### src/rtl/udp_chan_arbiter.sv
// udp_chan_arbiter
//   Round-robin packet scheduler that shares one UDP transmit byte stream
//   among NCH first-word-fall-through channel FIFOs. Once any channel holds a
//   full packet it is granted, and the block emits a 2-byte header followed by
//   PKT_BYTES payload bytes popped from that FIFO, then idles for GAP_CYCLES.
//
// Ports
//   clk, rst_n   125 MHz clock, asynchronous active-low reset
//   enable       permits new grants (looked at only in IDLE)
//   tx_busy      UDP transmitter busy; a packet starts only while low
//   ch_level     per-channel FIFO occupancy in bytes, channel i at [16i+15:16i]
//   ch_data      per-channel FIFO head byte, channel i at [8i+7:8i]
//   ch_rd_en     pop strobe, one-hot or zero
//   tx_data      byte to the UDP transmitter (registered)
//   tx_valid     tx_data qualifier (registered)
//   grant        one-hot owner of the current packet, zero in IDLE
//   active       high in every state except IDLE
//   pkt_cnt      packets completed since reset, wraps 0xFFFF -> 0
//   dbg_state_o  current FSM state encoding, for observation only
//
// Handshake: there is no back-pressure on the transmit side. tx_valid is a
// pure qualifier; once a packet starts it runs to completion regardless of
// tx_busy or enable, so the downstream must accept one byte every cycle while
// tx_valid is high. tx_busy only gates the start of a packet.
module udp_chan_arbiter #(
  parameter int NCH        = 4,
  parameter int PKT_BYTES  = 1024,
  parameter int GAP_CYCLES = 12
) (
  input  logic              clk,
  input  logic              rst_n,
  input  logic              enable,
  input  logic              tx_busy,
  input  logic [NCH*16-1:0] ch_level,
  input  logic [NCH*8-1:0]  ch_data,
  output logic [NCH-1:0]    ch_rd_en,
  output logic [7:0]        tx_data,
  output logic              tx_valid,
  output logic [NCH-1:0]    grant,
  output logic              active,
  output logic [15:0]       pkt_cnt,
  output logic [2:0]        dbg_state_o
);

  localparam int IW = (NCH > 1) ? $clog2(NCH) : 1;

  typedef enum logic [2:0] {
    S_IDLE    = 3'd0,
    S_HDR0    = 3'd1,
    S_HDR1    = 3'd2,
    S_PAYLOAD = 3'd3,
    S_GAP     = 3'd4
  } state_e;

  state_e          state_q, state_d;
  logic [NCH-1:0]  grant_q, grant_d;
  logic [IW-1:0]   ch_q, ch_d;
  logic [IW-1:0]   last_q, last_d;
  logic [15:0]     cnt_q, cnt_d;
  logic [15:0]     gap_q, gap_d;
  logic [15:0]     pkt_cnt_q, pkt_cnt_d;
  logic [7:0]      seq_q [NCH];
  logic            seq_inc;
  logic [7:0]      tx_data_q, tx_data_d;
  logic            tx_valid_q, tx_valid_d;

  logic [7:0]      head [NCH];
  logic [NCH-1:0]  eligible;
  logic            found;
  logic [IW-1:0]   pick;
  logic [IW-1:0]   cand;

  always_comb begin
    for (int i = 0; i < NCH; i++) begin
      head[i]     = ch_data[8*i +: 8];
      eligible[i] = (ch_level[16*i +: 16] >= 16'(PKT_BYTES));
    end
  end

  // Round-robin search: start one past the last served channel and wrap, so
  // the most recently served channel has the lowest priority.
  always_comb begin
    found = 1'b0;
    pick  = last_q;
    cand  = '0;
    for (int off = 1; off <= NCH; off++) begin
      cand = IW'((int'(last_q) + off) % NCH);
      if (!found && eligible[cand]) begin
        found = 1'b1;
        pick  = cand;
      end
    end
  end

  always_comb begin
    state_d    = state_q;
    grant_d    = grant_q;
    ch_d       = ch_q;
    last_d     = last_q;
    cnt_d      = cnt_q;
    gap_d      = gap_q;
    pkt_cnt_d  = pkt_cnt_q;
    seq_inc    = 1'b0;
    tx_data_d  = 8'h00;
    tx_valid_d = 1'b0;
    case (state_q)
      S_IDLE: begin
        grant_d = '0;
        if (enable && !tx_busy && found) begin
          ch_d    = pick;
          last_d  = pick;
          grant_d = NCH'(1) << pick;
          state_d = S_HDR0;
        end
      end
      S_HDR0: begin
        tx_valid_d = 1'b1;
        tx_data_d  = {4'hA, 4'(ch_q)};
        state_d    = S_HDR1;
      end
      S_HDR1: begin
        tx_valid_d = 1'b1;
        tx_data_d  = seq_q[ch_q];
        cnt_d      = 16'd0;
        state_d    = S_PAYLOAD;
      end
      S_PAYLOAD: begin
        // The FIFO is first-word-fall-through: the byte popped this cycle is
        // the head byte presented this cycle.
        tx_valid_d = 1'b1;
        tx_data_d  = head[ch_q];
        cnt_d      = cnt_q + 16'd1;
        if (cnt_q == 16'(PKT_BYTES - 1)) begin
          state_d   = S_GAP;
          gap_d     = 16'd0;
          seq_inc   = 1'b1;
          pkt_cnt_d = pkt_cnt_q + 16'd1;
        end
      end
      S_GAP: begin
        if (gap_q == 16'(GAP_CYCLES - 1)) begin
          state_d = S_IDLE;
          grant_d = '0;
        end else begin
          gap_d = gap_q + 16'd1;
        end
      end
      default: begin
        state_d = S_IDLE;
        grant_d = '0;
      end
    endcase
  end

  always_ff @(posedge clk or negedge rst_n) begin
    if (!rst_n) begin
      state_q    <= S_IDLE;
      grant_q    <= '0;
      ch_q       <= '0;
      last_q     <= IW'(NCH - 1);
      cnt_q      <= 16'd0;
      gap_q      <= 16'd0;
      pkt_cnt_q  <= 16'd0;
      tx_data_q  <= 8'h00;
      tx_valid_q <= 1'b0;
    end else begin
      state_q    <= state_d;
      grant_q    <= grant_d;
      ch_q       <= ch_d;
      last_q     <= last_d;
      cnt_q      <= cnt_d;
      gap_q      <= gap_d;
      pkt_cnt_q  <= pkt_cnt_d;
      tx_data_q  <= tx_data_d;
      tx_valid_q <= tx_valid_d;
    end
  end

  always_ff @(posedge clk or negedge rst_n) begin
    if (!rst_n) begin
      for (int i = 0; i < NCH; i++) seq_q[i] <= 8'h00;
    end else if (seq_inc) begin
      seq_q[ch_q] <= seq_q[ch_q] + 8'd1;
    end
  end

  // Pops are decoded straight from the registered state so the strobe lines
  // up with the head byte that is being captured into tx_data this cycle.
  assign ch_rd_en    = (state_q == S_PAYLOAD) ? grant_q : '0;
  assign tx_data     = tx_data_q;
  assign tx_valid    = tx_valid_q;
  assign grant       = grant_q;
  assign active      = (state_q != S_IDLE);
  assign pkt_cnt     = pkt_cnt_q;
  assign dbg_state_o = state_q;

endmodule

### config.mk
export PLATFORM = sky130hd
export DESIGN_NAME = udp_chan_arbiter
export DESIGN_NICKNAME = d
export VERILOG_FILES = /design/src/rtl/udp_chan_arbiter.sv
export SDC_FILE = /design/constraint.sdc
export NUM_CORES = 1
export LEC_CHECK = 0
export ABC_AREA = 0
export ABC_CLOCK_PERIOD_IN_PS = 2700
export BUFFER_PORTS_ARGS = -buffer_cell sky130_fd_sc_hd__buf_2
export CAP_MARGIN = 5
export CORE_ASPECT_RATIO = 1.1
export CORE_MARGIN = 1
export CORE_UTILIZATION = 40
export CTS_BUF_LIST = sky130_fd_sc_hd__clkbuf_8
export DETAILED_ROUTE_END_ITERATION = 10
export GPL_TIMING_DRIVEN = 0
export SYNTH_ARGS = -nofsm -noshare
export SYNTH_HDL_FRONTEND = slang
export SYNTH_SLANG_ARGS = --single-unit
### constraint.sdc
create_clock -name clk -period 2.7 [get_ports clk]
set_input_delay 0.135 -clock clk [delete_from_list [all_inputs] [get_ports clk]]
set_output_delay 0.135 -clock clk [all_outputs]
set_load 0.005 [all_outputs]
* Word level (Yosys, flattened, before mapping)
Cells that the tools add are included.
** Operators by class
- Add/sub/neg operators :: 8
- Magnitude comparators :: 10
- Eq/ne operators :: 10
- Shift operators :: 1
- Multiplexer cells :: 41
- Bitwise operators :: 2
- Reductions and logical operators :: 20
** Operators with widths (number)
- $ge A16 B11 Y1 const B :: 4
- $pmux W16 S2 :: 2
- $add A16 B1 Y16 const B :: 3
- $mux W8 :: 5
- $bmux W8 S2 :: 2
- $bwmux W32 :: 1
- $mux W16 :: 2
- $pmux W8 S3 :: 1
- $demux W8 S2 :: 1
- $eq A16 B10 Y1 const B :: 1
- $eq A16 B4 Y1 const B :: 1
- $pmux W3 S5 :: 1
- $lt A2 B3 Y1 const B :: 4
- $mux W4 :: 3
- $pmux W4 S3 :: 1
- $mux W1 :: 11
- $mux W3 :: 3
- $add A8 B1 Y8 const B :: 1
- $bmux W1 S2 :: 4
- $mux W2 :: 4
- $ne A2 B2 Y1 const B :: 4
- $eq A3 B2 Y1 const B :: 2
- $logic_and A1 B1 Y1 :: 6
- $reduce_and A2 Y1 :: 3
- 15 further kinds :: 22
** Word-level totals
- Flip-flop bits (word level) :: 100
- Input port bits :: 100
- Output and inout port bits :: 37
- Word-level logic and storage cells :: 105

* Depth between registers and ports, before layout
- Depth after elaboration :: 16
- Depth in mapped cells :: 8
- Mapped depth without buffers :: 6

* Least setup slack after synthesis
Ideal clock, no wire load.
- Path kind :: register to register
- From :: register cnt_q[0]
- To :: register seq_q[25] (netlist bit)
- Library setup time :: 0.125 ns
- Arrival time :: 1.961 ns
- Data required time :: 2.575 ns
- Path slack :: 0.614 ns
- Stages on the path, launching flop included :: 7
- Path buffers :: 1
- Period minus slack after synthesis :: 2.086 ns
- Path through :: dfrtp_1 > ha_1 > and4_1 > buf_2 > nand4_4 > nor4b_4 > mux2_2
** On the way
- Longest elaborated chain between the ends :: 3
** Ends and longest elaborated chain
- start: declaration :: RTL line 59 : logic [15:0] cnt_q, cnt_d;
- start signal: assignment :: RTL line 171 : cnt_q <= cnt_d;
- $eq A16 B10 Y1 :: RTL line 133 : if (cnt_q == 16'(PKT_BYTES - 1)) begin
- $mux W1 :: RTL line 133
- $mux W1 :: RTL line 106 : case (state_q)
- end signal: indexed assignment :: RTL line 183 : seq_q[ch_q] <= seq_q[ch_q] + 8'd1;
- end: declaration :: RTL line 62 : logic [7:0] seq_q [NCH];
No other way between the ends.
A chain may end at the register's enable or synchronous reset.

* Worst setup path after layout
- From :: register cnt_q[0]
- To :: register seq_q[20] (netlist bit)
Same word-level chain as after synthesis.

==> qor.yml <==
yosys:
  yosys-top-cells-area: "dfrtp_1 (46%), mux4_2 (6.8%), xnor2_1 (4.8%), nand2_1 (4.4%), mux2_2 (3.2%)"
  synthesized_area_fraction_occupied_by_xor_and_xnor_cells_pct: 7.794
  synthesized_instance_count: 494
  synthSimpleGateAreaFrac_pct: 22.81
  synth-compound-area-share_pct: 7.155
  synth.yosys.seq_area_share_pct: 47.43
  yosys.cell_count.top_type: "dfrtp_1"
  ys_async_sr_fraction_pct: 100.0
  synth_enable_flop_cells: 0
  yosysTopAreaCell: "dfrtp_1"
  adder_cell_area_share_of_the_yosys_netlist_pct: 0.9476
  synth_top_family_by_area: "simple AND/OR/NAND/NOR gates"
  synth_top_flop_cell: "dfrtp_1"
  synth.top_cells.by_count: "dfrtp_1 (98), nand2_1 (62), nor2_1 (30)"
  synth_top_area_share_pct: 46.43
  synth-seq-cells: 100
  distinct_cell_type_count_after_synthesis: 51
  synthesis.area_per_instance_um2: 10.69
  syn_area_um2: 5281
  postSynthNetCount: 598
  yosys_warnings: 0
  synth.area.mux_share_pct: 10.97
critical_path:
  worst_path_largest_cell_delay_ns: 0.71
  timing.critical_path.slowest_stage_cell: "nor4_4"
  timing.critical_path.fanout_max: 8
  capturing_element_of_the_worst_setup_path: "seq_q[20]"
  timing_worst_setup_path_type: "reg2reg"
  r2r_setup_slack_ns: 0.21
  cp-end-kind: "flip-flop"
  cp.depth: 6
  worstPathRequired_ns: 2.96
  worst_ep_arrival_time_ns: 2.75
  critical_path.reg2reg.startpoint: "cnt_q[0]"
  worstReg2RegEnd: "seq_q[20]"
  cp_num_buf_inv: 1
  setup.worst_path.start_class: "flip-flop"
  worst_r2r_path_depth: 6
  crit_chain: "ha_1, and4_1, buf_2, nand4_4, nor4_4, mux2_2"
  worst_path_top_cell_family_by_delay: "simple AND/OR/NAND/NOR gates"
  crit_start: "cnt_q[0]"
floorplanning:
  die-height_um: 122.5
  floorplan.initialDensity_pct: 41.42
  top_level_ports: 137
  std_cell_rows: 43
  die_width_um: 111.6
  dieArea_um2: 13670
  core_region_area_um2: 12750
sta:
  layout_worst_path_cycle_share_pct: 92.26
  setup_tns_ns: 0
  period_minus_slack_ns: 2.491
  slew_headroom_pct: 52.79
  max_slew.worst_pin.slew_ns: 0.7029
  timing.fmax_mhz: 401.4
  final_hold_viol_count: 0
  rsz0062_at_grt: "false"
  final-max-slew-violation-count: 0
  fin_skew_ns: 0.01003
  setup_viol: 0
final_layout:
  area_growth_syn_to_layout_pct: 17.79
  finalNetCount: 707
  fillers: 1185
  final-instance-count-excl-fill: 765
  antenna-diode-count: 0
  total_area_of_multi_input_combinational_cells_um2: 2629
  fraction_of_final_layout_cells_with_drive_strength_greater_than_1_pct: 28.13
  register_area_um2: 2505
power_and_ir_drop:
  standby_leakage_power_nw: 2.841
  cellPowerDensity_nw_per_um2: 441.6
  max-vdd-ir-drop_mv: 0.2070
run:
  drv.max_cap_violation_count: 0
drt:
  drt_first_iter_violations: 277
  average_wire_per_standard_cell_um: 15.99
  antenna_violating_nets_post_route: 0
  drc: 7
  average_vias_per_placed_instance: 5.435
  vias: 4158
  drt_pass1_iterations: 8
  drt-total-wl_mm: 12.23
clock_network:
  worst_skew_pair.late_latency_ns: 0.37
  clkSlewWorstSetupHoldPaths_ns: 0.09
  cts_tree: "yes"
  cts_root_buf: "clkbuf_8"
  htree_levels: 3
  cts.sinks: 100
  cts-buffers-inserted: 9
  cts_max_path_buffers: 2
global_route:
  grt_overflow: 0
  grt_first_pass_wirelength_mm: 20.49
  grt_use_total_pct: 19.19
  grt_max_degree: 52
  grt_antenna_before_repair: 0
  grt_pass1_vias: 4086
min_path:
  hold_path.startpoint: "tx_busy"
  min_path_type: "in2reg"
status:
  status: "complete, but fails checks"
  violations_in_the_final_reports: "DRC"
placed_design:
  io_buffer_count: 96
  post-dp-hpwl_mm: 9.117
  placed_insts: 748
  place.gp.congestion: 0.8220
==> cells by family after synthesis <==
logic type / after synthesis
compound gates: 63
simple gates: 211
mux: 36
fa+ha+maj: 4
buf+inv: 33
flops: 100
xor+xnor: 47
==> per-stage QoR <==
step / cell area (um^2) / hold slack, ns / power, mW / utilization, % / setup WS, ns
6_report: 6221 / 0.09097 / 2.747 / 48.79 / 0.2089
5_1_grt: 6221 / 0.1039 / 2.853 / 48.79 / 0.03204
4_1_cts: 6216 / 0.07841 / 2.774 / 48.75 / 0.2002
3_5_place_dp: 5988 / 0.2085 / 1.734 / 46.96 / 0.2070
3_3_place_gp: 5958 / 0.4512 / 1.726 / 46.73 / 0.2156
2_1_floorplan: 5281 / -0.1606 / 1.623 / - / 0.6140
==> tightest hold or removal path: cells and delay by family <==
kind	cells	cell delay, ns
and+or+nand+nor	1	0.13
buffers and inverters	1	0.10
AOI/OAI and AO/OA	1	0.06
==> area by class of cell <==
type,instances,area share [%]
buffer,22,1.790
clock buffer,10,2.212
clock inverter,6,1.287
inverter,11,0.6637
multi-input combinational,361,42.26
sequential,100,40.27
tap,157,3.158
timing repair buffer,98,8.367
==> flip-flops by register name, indices dropped and copies added, names as in the netlist, 3 cells and up <==
name,cells
pkt_cnt,16
dbg_state_o,3
cnt_q,16
tx_data,8
gap_q,16
grant,4
seq_q,32
==> power breakdown <==
group,total (mW),internal (mW),switching [mW],leakage [nW]
Sequential,1.52,1.51,0.00660,1.31
Combinational,0.182,0.0876,0.0948,1.42
Clock,1.05,0.540,0.506,0.115
==> layer usage <==
| metal | wire length (um) | vias to the layer above | GRT usage (%) |
|---|---|---|---|
| met5 | 0 | - | 0 |
| met1 | 5595 | 2037 | 25.47 |
| li1 | - | 1990 | - |
| met4 | 161 | 0 | 6.419 |
| met3 | 495 | 15 | 3.259 |
| met2 | 5978 | 116 | 32.07 |
==> cell usage in the layout, fill, tap and decap left out, types with 14 or more instances in the layout <==
cell type,n
buf_2,103
xnor2_1,29
mux2_2,15
nor2_1,30
mux4_2,16
a21oi_1,21
nand4_1,17
nand3_1,29
dfrtp_1,98
o21ai_0,23
and3_1,14
nand2_1,62
xor2_1,18
==> worst min path at each step <==
stage | to | slack [ns] | depth (start not counted)
after CTS | dbg_state_o[0] | 0.08 | 3
after detailed placement | cnt_q[7] | 0.21 | 1
after global routing | dbg_state_o[0] | 0.10 | 3
final | dbg_state_o[0] | 0.09 | 3
after floorplan | ch_q[0] | -0.16 | 0
after global placement | seq_q[8] | 0.45 | 1
==> timing repair <==
item                       4_1_cts  5_1_grt
resized for setup                0        1
hold buffers                     1        0
hold endpoints to repair        49        0
setup endpoints to repair        0        2
setup buffers                    0        0
Power figures use the tool's default switching activity.
